--- src/rtl/demux_stripe_n.sv ---
// One-to-LANES beat demultiplexer with round-robin or explicit lane selection.
// Each lane is a single-entry register slice with its own valid/ready handshake.
module demux_stripe_n #(
  parameter int WIDTH = 8,
  parameter int LANES = 4,
  localparam int LW = $clog2(LANES)
) (
  input  logic                   clk,
  input  logic                   reset,
  input  logic                   valid_in,
  input  logic [WIDTH-1:0]       data_in,
  output logic                   ready_in,
  input  logic                   mode,
  input  logic [LW-1:0]          sel,
  input  logic                   align,
  output logic [LANES-1:0]       valid_out,
  output logic [LANES*WIDTH-1:0] data_out,
  input  logic [LANES-1:0]       ready_out,
  output logic [LW-1:0]          lane_ptr
);

  logic [WIDTH-1:0] lane_q [LANES];
  logic [LW-1:0]    tgt;
  logic             accept;

  always_comb begin
    tgt = lane_ptr;
    if (align) begin
      tgt = '0;
    end else if (mode) begin
      tgt = sel;
    end
  end

  // Target lane can take a beat if it is empty or being drained this cycle.
  assign ready_in = !valid_out[tgt] || ready_out[tgt];
  assign accept   = valid_in && ready_in;

  always_ff @(posedge clk or posedge reset) begin
    if (reset) begin
      valid_out <= '0;
      for (int unsigned k = 0; k < LANES; k++) begin
        lane_q[k] <= '0;
      end
    end else begin
      for (int unsigned k = 0; k < LANES; k++) begin
        if (accept && (tgt == LW'(k))) begin
          lane_q[k]    <= data_in;
          valid_out[k] <= 1'b1;
        end else if (valid_out[k] && ready_out[k]) begin
          valid_out[k] <= 1'b0;
        end
      end
    end
  end

  // Power-of-two lane count makes the increment wrap for free.
  always_ff @(posedge clk or posedge reset) begin
    if (reset) begin
      lane_ptr <= '0;
    end else if (accept) begin
      if (!mode) begin
        lane_ptr <= tgt + LW'(1);
      end
    end else if (align) begin
      lane_ptr <= '0;
    end
  end

  always_comb begin
    data_out = '0;
    for (int unsigned k = 0; k < LANES; k++) begin
      data_out[k*WIDTH +: WIDTH] = lane_q[k];
    end
  end

endmodule

--- config.mk ---
export PLATFORM = sky130hd
export DESIGN_NAME = demux_stripe_n
export DESIGN_NICKNAME = d
export VERILOG_FILES = /design/src/rtl/demux_stripe_n.sv
export SDC_FILE = /design/constraint.sdc
export NUM_CORES = 1
export LEC_CHECK = 0
export ABC_AREA = 0
export CAP_MARGIN = 20
export CORE_MARGIN = 2
export CORE_UTILIZATION = 47
export CTS_BUF_LIST = sky130_fd_sc_hd__clkbuf_4
export DETAILED_ROUTE_END_ITERATION = 12
export PLACE_DENSITY = 0.9
export SYNTH_ARGS = -nofsm -noshare
export SYNTH_HDL_FRONTEND = slang
export SYNTH_SLANG_ARGS = --single-unit
--- constraint.sdc ---
create_clock -name clk -period 2.6 [get_ports clk]
set_clock_uncertainty 0.15 [all_clocks]
set_input_delay 0.26 -clock clk [delete_from_list [all_inputs] [get_ports clk]]
set_output_delay 0.26 -clock clk [all_outputs]
set_load 0.03 [all_outputs]
# After elaboration in Yosys (flattened, before gate mapping)
# Index checks and enable logic that the tools add are counted.
[totals] output_inout_bits=39 wordCells=50 inputBits=19 regBits=38
[op_classes] addsub=1 eq_ne=4 n_lt_le_gt_ge=1 reduce_logical=18 muxes=17
[op_table] operator="1-bit two-way mux" count=10
[op_table] operator="2-bit two-way mux" count=5
[op_table] operator="2-bit nonzero test" count=5
[op_table] operator="1-bit logical AND" count=9
[op_table] operator="1-bit binary-select mux with 2-bit select" count=2
[op_table] operator="2-bit == test, second input constant" count=2
[op_table] operator="2-bit by 3-bit less-than comparator with 1-bit output, second input constant" count=1
[op_table] operator="2-bit by 1-bit adder with 2-bit output, second input constant" count=1
[op_table] operator="2-bit by 1-bit == test with 1-bit output, second input constant" count=1
[op_table] operator="2-bit zero test" count=1
[op_table] operator="2-bit != test, second input constant" count=1
[op_table] operator="2-bit AND reduction" count=1
[op_table] operator="1-bit zero test" count=1
[op_table] operator="1-bit logical OR" count=1

# Depth between registers and ports, before layout
# Gate-level depths: netlist (run 1).
[depth] ltp_word=9 mapped_depth=8 ltp_nobuf=7

# Least setup slack after synthesis (run 1)
# OpenSTA, ideal clock, no wires.
[synth_path] kind="flip-flop to flip-flop" start="reg lane_ptr[1]" end="reg lane_q, in the netlist data_out[10]" path_stages_with_launch=8 setup_time_ns=0.125 path_buffers=1 path_slack_ns=0.203 period_less_slack_ns=2.397 t_arrival_ns=2.121 required_ns=2.325 path_cell_list="dfrtp_1 mux2i_1 o21a_1 o32ai_4 inv_4 and3_4 buf_6 mux2_4"
[synth_between] elab_chain_cells=8 word_cells_on_any_way=11 classes_between="1 x eq/ne; 6 x mux; 4 x reduce/logical"
[synth_lines] element="from (decl)" line_no="19" rtl="output logic [LW-1:0] lane_ptr"
[synth_lines] element="from (signal assigned)" line_no="63" rtl="lane_ptr <= tgt + LW'(1);"
[synth_lines] element="2-bit two-way mux (*)" line_no="30" rtl="end else if (mode) begin"
[synth_lines] element="2-bit two-way mux (*)" line_no="28" rtl="if (align) begin"
[synth_lines] element="1-bit binary-select mux with 2-bit select" line_no="36" rtl="assign ready_in = !valid_out[tgt] || ready_out[tgt];"
[synth_lines] element="1-bit two-way mux (not written as such)" line_no="36"
[synth_lines] element="1-bit zero test" line_no="36"
[synth_lines] element="1-bit logical OR (*)" line_no="36"
[synth_lines] element="via ready_in" line_no="12" rtl="output logic ready_in,"
[synth_lines] element="1-bit logical AND (*)" line_no="37" rtl="assign accept = valid_in && ready_in;"
[synth_lines] element="1-bit logical AND (*)" line_no="47" rtl="if (accept && (tgt == LW'(k))) begin"
[synth_lines] element="to (signal, indexed assignment)" line_no="48" rtl="lane_q[k] <= data_in;"
[synth_lines] element="to (decl)" line_no="22" rtl="logic [WIDTH-1:0] lane_q [LANES];"
# The timed path passes the listed nets; every way through them passes the cells marked *. The select of a mux whose other input is x is not followed.
# A chain may end at the register's enable or synchronous reset.

# Worst setup path after layout (run 1)
[layout_path] start="in mode" end="out ready_in"
[layout_between] elab_chain_cells=6 word_cells_on_any_way=8 classes_between="6 x mux; 2 x reduce/logical"
[layout_lines] element="from (decl)" line_no="13" rtl="input logic mode,"
[layout_lines] element="2-bit two-way mux (*)" line_no="30"
[layout_lines] element="2-bit two-way mux (*)" line_no="28"
[layout_lines] element="1-bit binary-select mux with 2-bit select" line_no="36"
[layout_lines] element="1-bit two-way mux (not written as such)" line_no="36"
[layout_lines] element="1-bit zero test" line_no="36"
[layout_lines] element="1-bit logical OR (*)" line_no="36"
[layout_lines] element="to (decl)" line_no="12"
# Mark *: on every way between the ends. The rest lies on a longest branch, timed or not. The select of a mux whose other input is x is not followed.

==> results of run 1 <==
## layer usage
layer	vias up	wire [um]	global-route usage, %
li1	557	-	-
met3	6	259	4.86
met2	50	1880	33.8
met5	-	0	0
met1	579	1650	24.6
met4	0	54	8.78
## critical path: cells and delay by family
family / cells / cell delay [ns]
muxes: 1 / 0.32
AOI/OAI and AO/OA: 1 / 0.33
buffers and inverters: 5 / 1.11
and+or+nand+nor: 1 / 0.10
## registers in the layout, summed over array words and instances, names as in the netlist
name       cells
lane_ptr       2
valid_out      4
data_out      32
## power by group
part	internal, uW	switching, uW	leakage, uW	total, uW
registers	780	123	0.000470	904
clock network	112	191	0.0000331	303
logic	586	606	0.000594	1190
total	1480	920	0.00110	2400
## cell usage in the layout (no fill, tap or decap)
cell,instances
o31ai_1,1
o32ai_4,1
nor2_2,2
o21a_1,1
mux2_4,16
buf_4,11
mux2_2,17
clkdlybuf4s50_1,56
inv_4,1
nor2b_1,1
o221a_2,1
nand3_1,2
ha_1,4
and3_4,2
clkinv_1,1
inv_1,4
a21o_1,1
a21oi_1,1
nor3_1,1
o21ai_0,2
nor2_1,4
a211o_1,2
mux2i_2,1
mux2i_1,1
dfrtp_1,38
nor3b_1,1
nand2_1,3
clkinv_2,1
clkbuf_4,6
or2_2,1
a2bb2oi_1,1
nand2b_1,3
## timing repair
item,4_1_cts,5_1_grt
setup endpoints to repair,0,1
gates resized for setup,0,1
setup buffers,0,1
## how the worst max path moves through the flow
stage	start	depth (start not counted)	endpoint	slack, ns
final	mode	8	ready_in	0.07
after detailed placement	mode	8	data_out[8]	-0.12
after global routing	mode	8	ready_in	0.02
after floorplan	lane_ptr[1]	7	data_out[10]	0.20
after global placement	mode	8	data_out[15]	0.008
after CTS	mode	8	ready_in	0.02
## per-stage QoR
step                      setup TNS, ns  instance area, um2  power [uW]
after floorplan                       0                1730        1590
after global placement                0                2390        2070
after detailed placement          -2.05                2390        2100
after CTS                             0                2440        2420
after global routing                  0                2450        2510
final                                 0                2450        2400
## layout make-up
class / count / area (um2)
Clock buffer: 6 / 45.0
Clock inverter: 2 / 8.76
Fill cell: 261 / 1150
Inverter: 5 / 21.3
Multi-Input combinational cell: 70 / 723
Sequential cell: 38 / 951
Tap cell: 48 / 60.1
Timing Repair Buffer: 67 / 643
## logic make-up (layout without fill, tap and decap cells)
family,after synthesis,count (layout),synth area share (%)
flops,38,38,54.9
mux,35,35,26.1
simple gates,20,20,6.64
compound gates,11,11,5.92
buf+inv,10,80,3.61
fa+ha+maj,4,4,2.89
==> summary.txt, run 1 <==
Outcome = completed
Drt via density = 5.05
Yosys reg bits = 38
Post-synth top area cell = dfrtp_1
DRT Wirelength = 3840 um
Setup ws final = 0.0724 ns
Final nets = 210
Max-cap viol count = 0
Worst Setup End Kind = output pin
Final Hold Fails = 0
Clk Latency, worst-skew pair = 0.35 ns
Layout cells sized above 1 = 31.9%
Core area = 0.00361 mm2
Area delta synth->final = 41.5%
H-tree levels = 2
Worst-Margin Slew = 0.482 ns
Chip width = 64.7 um
Top cell type's share of synthesized area = 54.9%
Root Driver = clkbuf_4
CP Cell Sequence = clkdlybuf4s50_1, mux2i_2, nor3_1, buf_4, o32ai_4, inv_4, buf_4, buf_4
CTS tree = yes
Iter 0 DRT Violations = 21
Startpoint types = input port
Hold crit path type = input port to asynchronous set/reset pin
R2r endpoint = data_out[11]
Worst r2r path cells = 7
Post-synth EDFFs = 0
Clock transition at path regs = 0.11 ns
Final core occ = 68.0%
Seq/Total Area, Yosys = 54.9%
Critical Path RT = 2.19 ns
Detail Placement HPWL = 2840 um
Leak = 0.00110 uW
Die Ht = 64.7 um
Final cell count without fillers = 236
Vias in the first global route = 1,256
Crit-path max FO = 4
Post-route ant nets = 0
IO Count = 58
Via count = 1,192
Async SR Flop Fraction = 100%
Top_reg_cell synth = dfrtp_1
Synth cell count leaders = dfrtp_1 (38), mux2_2 (17), mux2_4 (16)
Unrepaired setup endpoints after global routing = no
Yosys warns = 0
Hold_ws = 0.158 ns
Die ar. = 0.00419 mm2
Most common cell in the netlist = dfrtp_1
Overflow after GRT = 0
Distinct cells, synth = 28
Most common cell on crit path = buf_4
Routed WL per cell = 16.3 um
Initial antenna violation count = 0
Max Slew Vio Count = 0
Fmax = 396 MHz
Synthesized cell area = 0.00173 mm2
Number of cell rows = 22
Critical path arrival = 2.12 ns
Pwr Density = 978 mW/mm2
Clock sinks = 38
Syn Nets = 141
Finish-stage setup viols = 0
Slowest stage delay, CP = 0.59 ns
Initial Util = 48.1%
Drt pass-1 iters = 4
Cells after DPL = 227
Total track usage = 20.1%
Relative slew slack = 67.7%
Synth area leaders = dfrtp_1 (55%), mux2_4 (14%), mux2_2 (11%), ha_1 (2.9%), buf_6 (1.9%)
CTS Buf Count = 5
Cells after Synth = 118
First-pass GRT wire length = 6240 um
Worst slack, placed = -0.117 ns
Setup CP Type = input port to output pin
N_diodes = 0
Hold_buf cts = 0
RePlAce Congestion = 0.843
Slowest CP cell = clkdlybuf4s50_1
Register-to-register setup slack = 0.32 ns
Largest net degree at the start of global routing = 39
VDD IR max = 0.646 mV
Worst R2R Start = lane_ptr[1]
Residual DRC count = 0
Max clock buf depth = 2
Mean area per synthesized cell = 14.7 um2
Final min period = 2.53 ns
Final worst-path cycle share = 97.2%
Port buffer count = 57
Note: power is estimated with default switching activity, not from simulation.
==> run 2, diff against run 1 <==
--- a/config.mk
+++ b/config.mk
@@ -7,7 +7,7 @@
 export LEC_CHECK = 0
 export ABC_AREA = 0
 export CAP_MARGIN = 20
-export CORE_MARGIN = 2
+export CORE_MARGIN = 4
 export CORE_UTILIZATION = 47
 export CTS_BUF_LIST = sky130_fd_sc_hd__clkbuf_4
 export DETAILED_ROUTE_END_ITERATION = 12
==> run 2 against run 1 <==
Net effect:
- final area fell by 0.56%
- wire length rose by 3.5%
- sequential power is 0.7% lower
- register-to-register slack better by 0.05 ns
- flip-flop and latch count is the same
- global-route usage is 1.5 points lower
- first-iteration DRC count rose to 2.7 times the previous value
- hold slack improved by 0.0097 ns
- clock-buffer cell count shrank 1
- maximum frequency rose by 2.4%
- highest routed layer unchanged
- combinational power hardly changed
==> summary.txt, run 2 (synthesized netlist as in run 1, its figures left out) <==
N_diodes = 0
Final nets = 209
VDD IR max = 0.668 mV
Max clock buf depth = 2
Routed WL per cell = 17.1 um
Slowest CP cell = clkdlybuf4s50_1
# resized after CTS = 0
Critical path arrival = 2.06 ns
Finish-stage setup viols = 0
Final worst-path cycle share = 95.0%
Root Driver = clkbuf_4
Die Ht = 68.7 um
Iter 0 DRT Violations = 56
Unrepaired setup endpoints after global routing = no
CP delay by family, top = buffers and inverters
Top layer reached by signal wires = met4
Chip width = 68.7 um
CP Depth = 7
Detail Placement HPWL = 3110 um
Drt via density = 5.12
Clock transition at path regs = 0.13 ns
Worst-Margin Slew = 0.475 ns
First-pass GRT wire length = 6310 um
Core area = 0.00344 mm2
Setup crit end = ready_in
Most common cell after layout, fill and taps aside = clkdlybuf4s50_1
Commonest non-fill, non-tap cells in the layout = clkdlybuf4s50_1 (56), dfrtp_1 (38), mux2_2 (17)
CP bufs+invs = 4
Worst Setup SP = mode
Residual DRC count = 0
Met3 WL = 156 um
R2r endpoint = lane_ptr[0]
Port buffer count = 57
Clk Latency, worst-skew pair = 0.32 ns
Leak = 0.00109 uW
DRT Wirelength = 3980 um
Die ar. = 0.00472 mm2
Startpoint types = input port
Layout cells sized above 1 = 31.0%
CTS tree = yes
Register-to-register setup slack = 0.37 ns
Max-cap viol count = 0
Vias in the first global route = 1,241
Setup CP Type = input port to output pin
Clock sinks = 38
Critical Path RT = 2.19 ns
Final Hold Fails = 0
Setup Buffers After CTS = 0
Post-route ant nets = 0
Overflow after GRT = 0
Outcome = completed
Area delta synth->final = 40.7%
CP Cell Sequence = clkdlybuf4s50_1, mux2i_1, nor3_1, o32ai_4, inv_4, buf_4, buf_4
Hold_ws = 0.168 ns
Largest net degree at the start of global routing = 39
Hold crit path type = input port to asynchronous set/reset pin
Fmax = 405 MHz
Number of cell rows = 21
Max Slew Vio Count = 0
IO Count = 58
Hold_buf cts = 0
Worst slack, placed = -0.0858 ns
RePlAce Congestion = 0.892
Initial Util = 50.3%
Drt pass-1 iters = 4
Slowest stage delay, CP = 0.57 ns
H-tree levels = 2
Met2 routed WL = 2070 um
Pwr Density = 977 mW/mm2
Max FFs per register = 32
Via count = 1,194
Setup ws final = 0.131 ns
Wire length on met1 = 1710 um
Total track usage = 18.6%
Worst r2r path cells = 6
Crit-path max FO = 4
CTS Buf Count = 5
Relative slew slack = 68.2%
Worst R2R Start = lane_ptr[1]
Most common cell on crit path = buf_4
Worst Setup End Kind = output pin
Initial antenna violation count = 0
# fillers = 237
Final min period = 2.47 ns
run 2: worst reg2reg max path: cells and delay by family, from the launching register on:
kind / cells / cell delay [ns]
mux: 1 / 0.31
buf+inv: 1 / 0.19
compound gates: 3 / 0.73
flops: 1 / 0.44
simple gates: 1 / 0.36
run 2: cell type report:
class	count	area [um2]	area share [%]
sequential	38	951	39.0
multi-input combinational	70	719	29.5
inverter	5	21.3	0.872
tap	46	57.6	2.36
clock buffer	5	37.5	1.54
clock inverter	3	16.3	0.667
timing repair buffer	66	636	26.1
run 2: how the worst min path moves through the flow:
| stage | endpoint | slack, ns | cells after the start |
|---|---|---|---|
| after detailed placement | data_out[8] | 0.34 | 1 |
| final | data_out[29] | 0.17 | 3 |
| after global placement | data_out[31] | 0.34 | 1 |
| after global routing | data_out[31] | 0.23 | 3 |
| after floorplan | data_out[10] | 0.26 | 1 |
| after CTS | data_out[4] | 0.18 | 3 |
run 2: metrics by stage:
| stage | instances | cell area [um2] | power (uW) | TNS [ns] | util (%) |
|---|---|---|---|---|---|
| floorplan | 118 | 1730 | 1590 | 0 | - |
| global placement | 225 | 2380 | 2080 | -0.0366 | 69.3 |
| detailed placement | 225 | 2380 | 2110 | -1.58 | 69.3 |
| CTS | 233 | 2440 | 2410 | 0 | 70.8 |
| global route | 233 | 2440 | 2500 | 0 | 70.8 |
| finish | 233 | 2440 | 2380 | 0 | 70.8 |
run 2: power breakdown:
part	switching (uW)	internal, uW	leakage (uW)	total, uW
clock network	189	101	0.0000286	289
logic	610	584	0.000592	1190
registers	118	780	0.000470	898
total	917	1460	0.00109	2380
run 2: layer usage:
metal  vias up  global-route usage [%]
met5         -                       0
met4         0                    4.87
met3         4                    5.67
met2        28                    31.0
met1       616                    23.4
li1        546                       -
